==> src/rtl/rc_pkg.sv <==
// Shared state encoding and handshake polarities for the region-reconfiguration initiator.
package rc_pkg;

    typedef enum logic [2:0] {
        RC_IDLE = 3'd0,
        RC_REQ  = 3'd1,
        RC_LOAD = 3'd2,
        RC_REL  = 3'd3,
        RC_DONE = 3'd4
    } rc_state_t;

    // Both region handshake lines are active-low.
    localparam logic RC_REQ_ASSERT = 1'b0;
    localparam logic RC_ACK_ASSERT = 1'b0;

    // States in which the region request is held asserted.
    function automatic logic rc_req_active(input rc_state_t s);
        return (s == RC_REQ) || (s == RC_LOAD);
    endfunction

    // States that wait on the region acknowledge and are therefore timed.
    function automatic logic rc_ack_wait(input rc_state_t s);
        return (s == RC_REQ) || (s == RC_REL);
    endfunction

endpackage

==> src/rtl/rc_tmo_cnt.sv <==
// Acknowledge-timeout counter: cleared on entry to a waiting state, counts while en,
// and flags hit during the TMO_CYC-th enabled cycle after the clear.
module rc_tmo_cnt #(
    parameter int TMO_W   = 16,
    parameter int TMO_CYC = 1000
) (
    input  logic clk,
    input  logic rst,
    input  logic clr,
    input  logic en,
    output logic hit
);

    localparam logic [TMO_W-1:0] LAST = TMO_W'(TMO_CYC - 1);

    logic [TMO_W-1:0] cnt_q;
    logic [TMO_W-1:0] cnt_d;

    // Saturates at LAST so a stalled count never wraps back to a non-hit value.
    always_comb begin
        cnt_d = cnt_q;
        if (clr) begin
            cnt_d = '0;
        end else if (en && (cnt_q != LAST)) begin
            cnt_d = cnt_q + TMO_W'(1);
        end
    end

    always_ff @(posedge clk or posedge rst) begin
        if (rst) begin
            cnt_q <= '0;
        end else begin
            cnt_q <= cnt_d;
        end
    end

    assign hit = en && (cnt_q == LAST);

endmodule

==> src/rtl/rc_initiator.sv <==
// Region-reconfiguration initiator: requests a region, starts the configuration engine,
// then releases the region. Define RC_TIMEOUT_EN to add the acknowledge timeout and err flag.
module rc_initiator
    import rc_pkg::*;
#(
    parameter int TMO_W   = 16,
    parameter int TMO_CYC = 1000
) (
    input  logic      clk,
    input  logic      rst,
    input  logic      start,
    input  logic      rc_ackn,
    input  logic      cfg_done,
    output logic      rc_reqn,
    output logic      cfg_go,
    output logic      busy,
    output logic      err,
    output rc_state_t state_dbg
);

    if ((TMO_W < 1) || (TMO_CYC < 1) ||
        (longint'(TMO_CYC) >= (longint'(1) << TMO_W))) begin : g_bad_tmo
        $error("rc_initiator: TMO_CYC must lie in 1 .. 2**TMO_W-1");
    end

    rc_state_t state_q;
    rc_state_t state_d;
    logic      rc_reqn_q;
    logic      rc_reqn_d;
    logic      cfg_go_q;
    logic      cfg_go_d;
    logic      ack_low;
    logic      tmo_hit;

    assign ack_low = (rc_ackn == RC_ACK_ASSERT);

    // Four-phase region handshake: rc_reqn falls, wait for rc_ackn low, load, raise
    // rc_reqn, wait for rc_ackn high. Each edge is acted on once, in the state waiting for it.
    always_comb begin
        state_d = state_q;
        case (state_q)
            RC_IDLE: begin
                if (start) state_d = RC_REQ;
            end
            RC_REQ: begin
                if (ack_low)      state_d = RC_LOAD;
                else if (tmo_hit) state_d = RC_IDLE;
            end
            RC_LOAD: begin
                if (cfg_done) state_d = RC_REL;
            end
            RC_REL: begin
                if (!ack_low)     state_d = RC_DONE;
                else if (tmo_hit) state_d = RC_IDLE;
            end
            RC_DONE: begin
                state_d = RC_IDLE;
            end
            default: begin
                state_d = RC_IDLE;
            end
        endcase

        rc_reqn_d = rc_req_active(state_d) ? RC_REQ_ASSERT : ~RC_REQ_ASSERT;
        cfg_go_d  = (state_q == RC_REQ) && (state_d == RC_LOAD);
    end

    always_ff @(posedge clk or posedge rst) begin
        if (rst) begin
            state_q   <= RC_IDLE;
            rc_reqn_q <= ~RC_REQ_ASSERT;
            cfg_go_q  <= 1'b0;
        end else begin
            state_q   <= state_d;
            rc_reqn_q <= rc_reqn_d;
            cfg_go_q  <= cfg_go_d;
        end
    end

`ifdef RC_TIMEOUT_EN
    logic tmo_clr;
    logic tmo_en;
    logic err_q;
    logic err_d;

    assign tmo_en  = rc_ack_wait(state_q);
    assign tmo_clr = (state_d != state_q) && rc_ack_wait(state_d);

    rc_tmo_cnt #(
        .TMO_W   (TMO_W),
        .TMO_CYC (TMO_CYC)
    ) u_tmo (
        .clk (clk),
        .rst (rst),
        .clr (tmo_clr),
        .en  (tmo_en),
        .hit (tmo_hit)
    );

    // A genuine acknowledge in the hit cycle wins, so err only sets on an actual abort.
    always_comb begin
        err_d = err_q;
        if ((state_q == RC_IDLE) && start) begin
            err_d = 1'b0;
        end else if (tmo_hit && (state_d == RC_IDLE)) begin
            err_d = 1'b1;
        end
    end

    always_ff @(posedge clk or posedge rst) begin
        if (rst) begin
            err_q <= 1'b0;
        end else begin
            err_q <= err_d;
        end
    end

    assign err = err_q;
`else
    assign tmo_hit = 1'b0;
    assign err     = 1'b0;
`endif

    assign rc_reqn   = rc_reqn_q;
    assign cfg_go    = cfg_go_q;
    assign busy      = (state_q != RC_IDLE);
    assign state_dbg = state_q;

endmodule

==> config.mk <==
export PLATFORM = sky130hd
export DESIGN_NAME = rc_initiator
export DESIGN_NICKNAME = d
export VERILOG_FILES = /design/src/rtl/rc_pkg.sv /design/src/rtl/rc_tmo_cnt.sv /design/src/rtl/rc_initiator.sv
export SDC_FILE = /design/constraint.sdc
export NUM_CORES = 1
export LEC_CHECK = 0
export CORE_AREA = 2 2 39 41
export DETAILED_ROUTE_END_ITERATION = 10
export DIE_AREA = 0 0 41 43
export PLACE_DENSITY_LB_ADDON = 0.12
export SLEW_MARGIN = 10
export SYNTH_ARGS = -nofsm -noshare
export SYNTH_HDL_FRONTEND = slang
export SYNTH_SLANG_ARGS = --single-unit
==> constraint.sdc <==
create_clock -name clk -period 2 [get_ports clk]
set_clock_uncertainty 0.05 [all_clocks]
set_input_delay 0.4 -clock clk [delete_from_list [all_inputs] [get_ports clk]]
set_output_delay 0.4 -clock clk [all_outputs]
set_load 0.005 [all_outputs]
==> flow_summary.ini <==
[clock_tree]
cts_tree = built
post_cts_buffers = 0
worstSkewPairLatency_ns = 0.24
postCtsHoldBufs = 0
cts.sinks = 5
htree_levels = 1
cts-resized-gates = 0
cts_made_buffers = 3
clk_pin_slew_ns = 0.04
clockBufferDepth = 2
root_buffer = clkbuf_4

[power_and_ir_drop]
irDropWorstVdd_mv = 0.340
p_leak_nw = 0.161
p_seq_share_pct = 34.8
p_clk_share_pct = 20.6
comb_power_share_pct = 44.6
p_per_area_nw_per_um2 = 1480
p_sw_uw = 186
p_int_uw = 387
p_sw_share_pct = 32.4

[drt]
vias_per_cell = 4.29
drt_wl_total_um = 608
vias = 219
ant_nets = 0
routedWlPerCell_um = 11.9
drt_iter0_drc = 7
dr.pass1.iters = 4
drc_errors = 0

[grt]
grtUsageTotal_pct = 9.49
top_usage_layer = met2
grt_pass1_vias = 243
met2_usage_pct = 13.4
use_met3_pct = 1.57
antenna_found_initial = 0
grt_pass1_wl_um = 1030
grt_overflow = 0
grt_max_degree = 9
grt_use_met1_pct = 9.80

[critical_path]
critPathArrivalTime_ns = 1.42
worstSetupEndpointType = output port
r2r_setup_slack_ns = 0.90
required_ns = 1.55
criticalPathCategory = register to output port
cp-start-kind = register
cp_max_fo = 8

[synthesis]
synth_seq_cells = 5
ys.flop_type = dfrtp_1
synth_common_cells = dfrtp_1, inv_1, a211oi_2
syn_area_um2 = 251
avgSynthCellArea_um2 = 11.4
synth_most_common_cell = dfrtp_1
yosys_warnings = 0
synth_edf_count = 0
synthTopCellsByArea = dfrtp_1, dfstp_2, a211oi_2
async_reset_ff_share_pct = 100
yosysTopAreaCellShare_pct = 39.8
ys_seq_area_share_pct = 50.2
netlist_instances = 22
synth_area_leader_cell = dfrtp_1
synth_nets = 27
ys_types = 16

[timing]
timing.final.crit_share_pct = 93.5
setup_viol = 0
drv_slew = 0
rsz0062_at_grt = false
finalWorstSetupSlack_ns = 0.130
period_needed_ns = 1.87
fin_setup_tns_ns = 0
hold_viol = 0
clock.fmax_ghz = 0.535

[min_path]
hold_path.class = input pin to async pin

[floorplanning]
fp.dieH_um = 43
coreArea_um2 = 1380
rows = 14
die-area_um2 = 1760
die_w_um = 41
ioPinCount = 12
start_util_pct = 18.2

[placement]
port_buffers = 10
place_congestion = 0.762
hpwl_um = 452
place_ws_ns = 0.414

[status]
status = completed

[final_layout]
multi_input_area_um2 = 95.1
post-route-util_pct = 27.9
area_growth_pct = 53.7
regArea_um2 = 126
nNetsFinal = 41
antenna_cells = 0
fillers = 144
drive_above_1_share_pct = 25.7

[run]
maxCapViolations = 0
metrics by stage:
stage | instances | total power, mW | cell area (um^2) | hold WS [ns]
finish | 51 | 0.574 | 387 | 0.312
global route | 51 | 0.620 | 387 | 0.352
CTS | 51 | 0.582 | 387 | 0.317
detailed placement | 47 | 0.457 | 360 | 0.494
global placement | 47 | 0.453 | 360 | 0.469
floorplan | 22 | 0.325 | 251 | 0.128
worst max-delay path: stages (launching register included):
cell             delay, ns
dfrtp_1               0.49
nor2_1                0.11
nand2_1               0.08
clkdlybuf4s50_1       0.50
path summary, 6_finish.rpt:
check / cells past startpoint / endpoint / startpoint
setup / recovery: 3 / busy / state_dbg[1]
hold / removal: 2 / cfg_go / rst
setup reg to reg: 4 / state_dbg[0] / state_dbg[0]
hold reg to reg: 1 / state_dbg[0] / state_dbg[2]
max in group asynchronous: 2 / rc_reqn / rst
min in group clk: 1 / state_dbg[0] / state_dbg[2]
state kept, by name, indices dropped and copies added (netlist names):
name / cells
cfg_go: 1
rc_reqn: 1
state_dbg: 3
kinds of logic after synthesis:
group | Yosys count | synth area share, %
flops | 5 | 50.3
simple gates | 5 | 13.9
mux | 1 | 3.98
buf+inv | 5 | 11.9
other cells | 1 | 1.49
compound gates | 5 | 18.4
final cells by class:
class	instances	area share [%]
sequential	5	32.7
timing repair buffer	11	27.8
multi-input combinational	12	24.6
clock buffer	4	6.80
tap	16	5.18
inverter	3	2.91
cells in the final DEF, fill, tap and decap left out, types with 2 or more instances in the layout:
master           count
clkbuf_4             3
dfrtp_1              4
a211oi_2             2
clkdlybuf4s50_1     10
inv_1                3
layer usage:
metal	up-vias	routed length, um
li1	100	-
met1	105	238
met2	12	317
met3	2	37
met4	0	14
met5	-	0
power groups by stage:
stage	sequential, mW	combinational (mW)	clock (mW)
floorplan	0.195	0.130	0
global placement	0.198	0.255	0
detailed placement	0.201	0.255	0
CTS	0.199	0.258	0.125
global route	0.207	0.284	0.129
finish	0.199	0.256	0.118
Power figures use the tool's default switching activity.
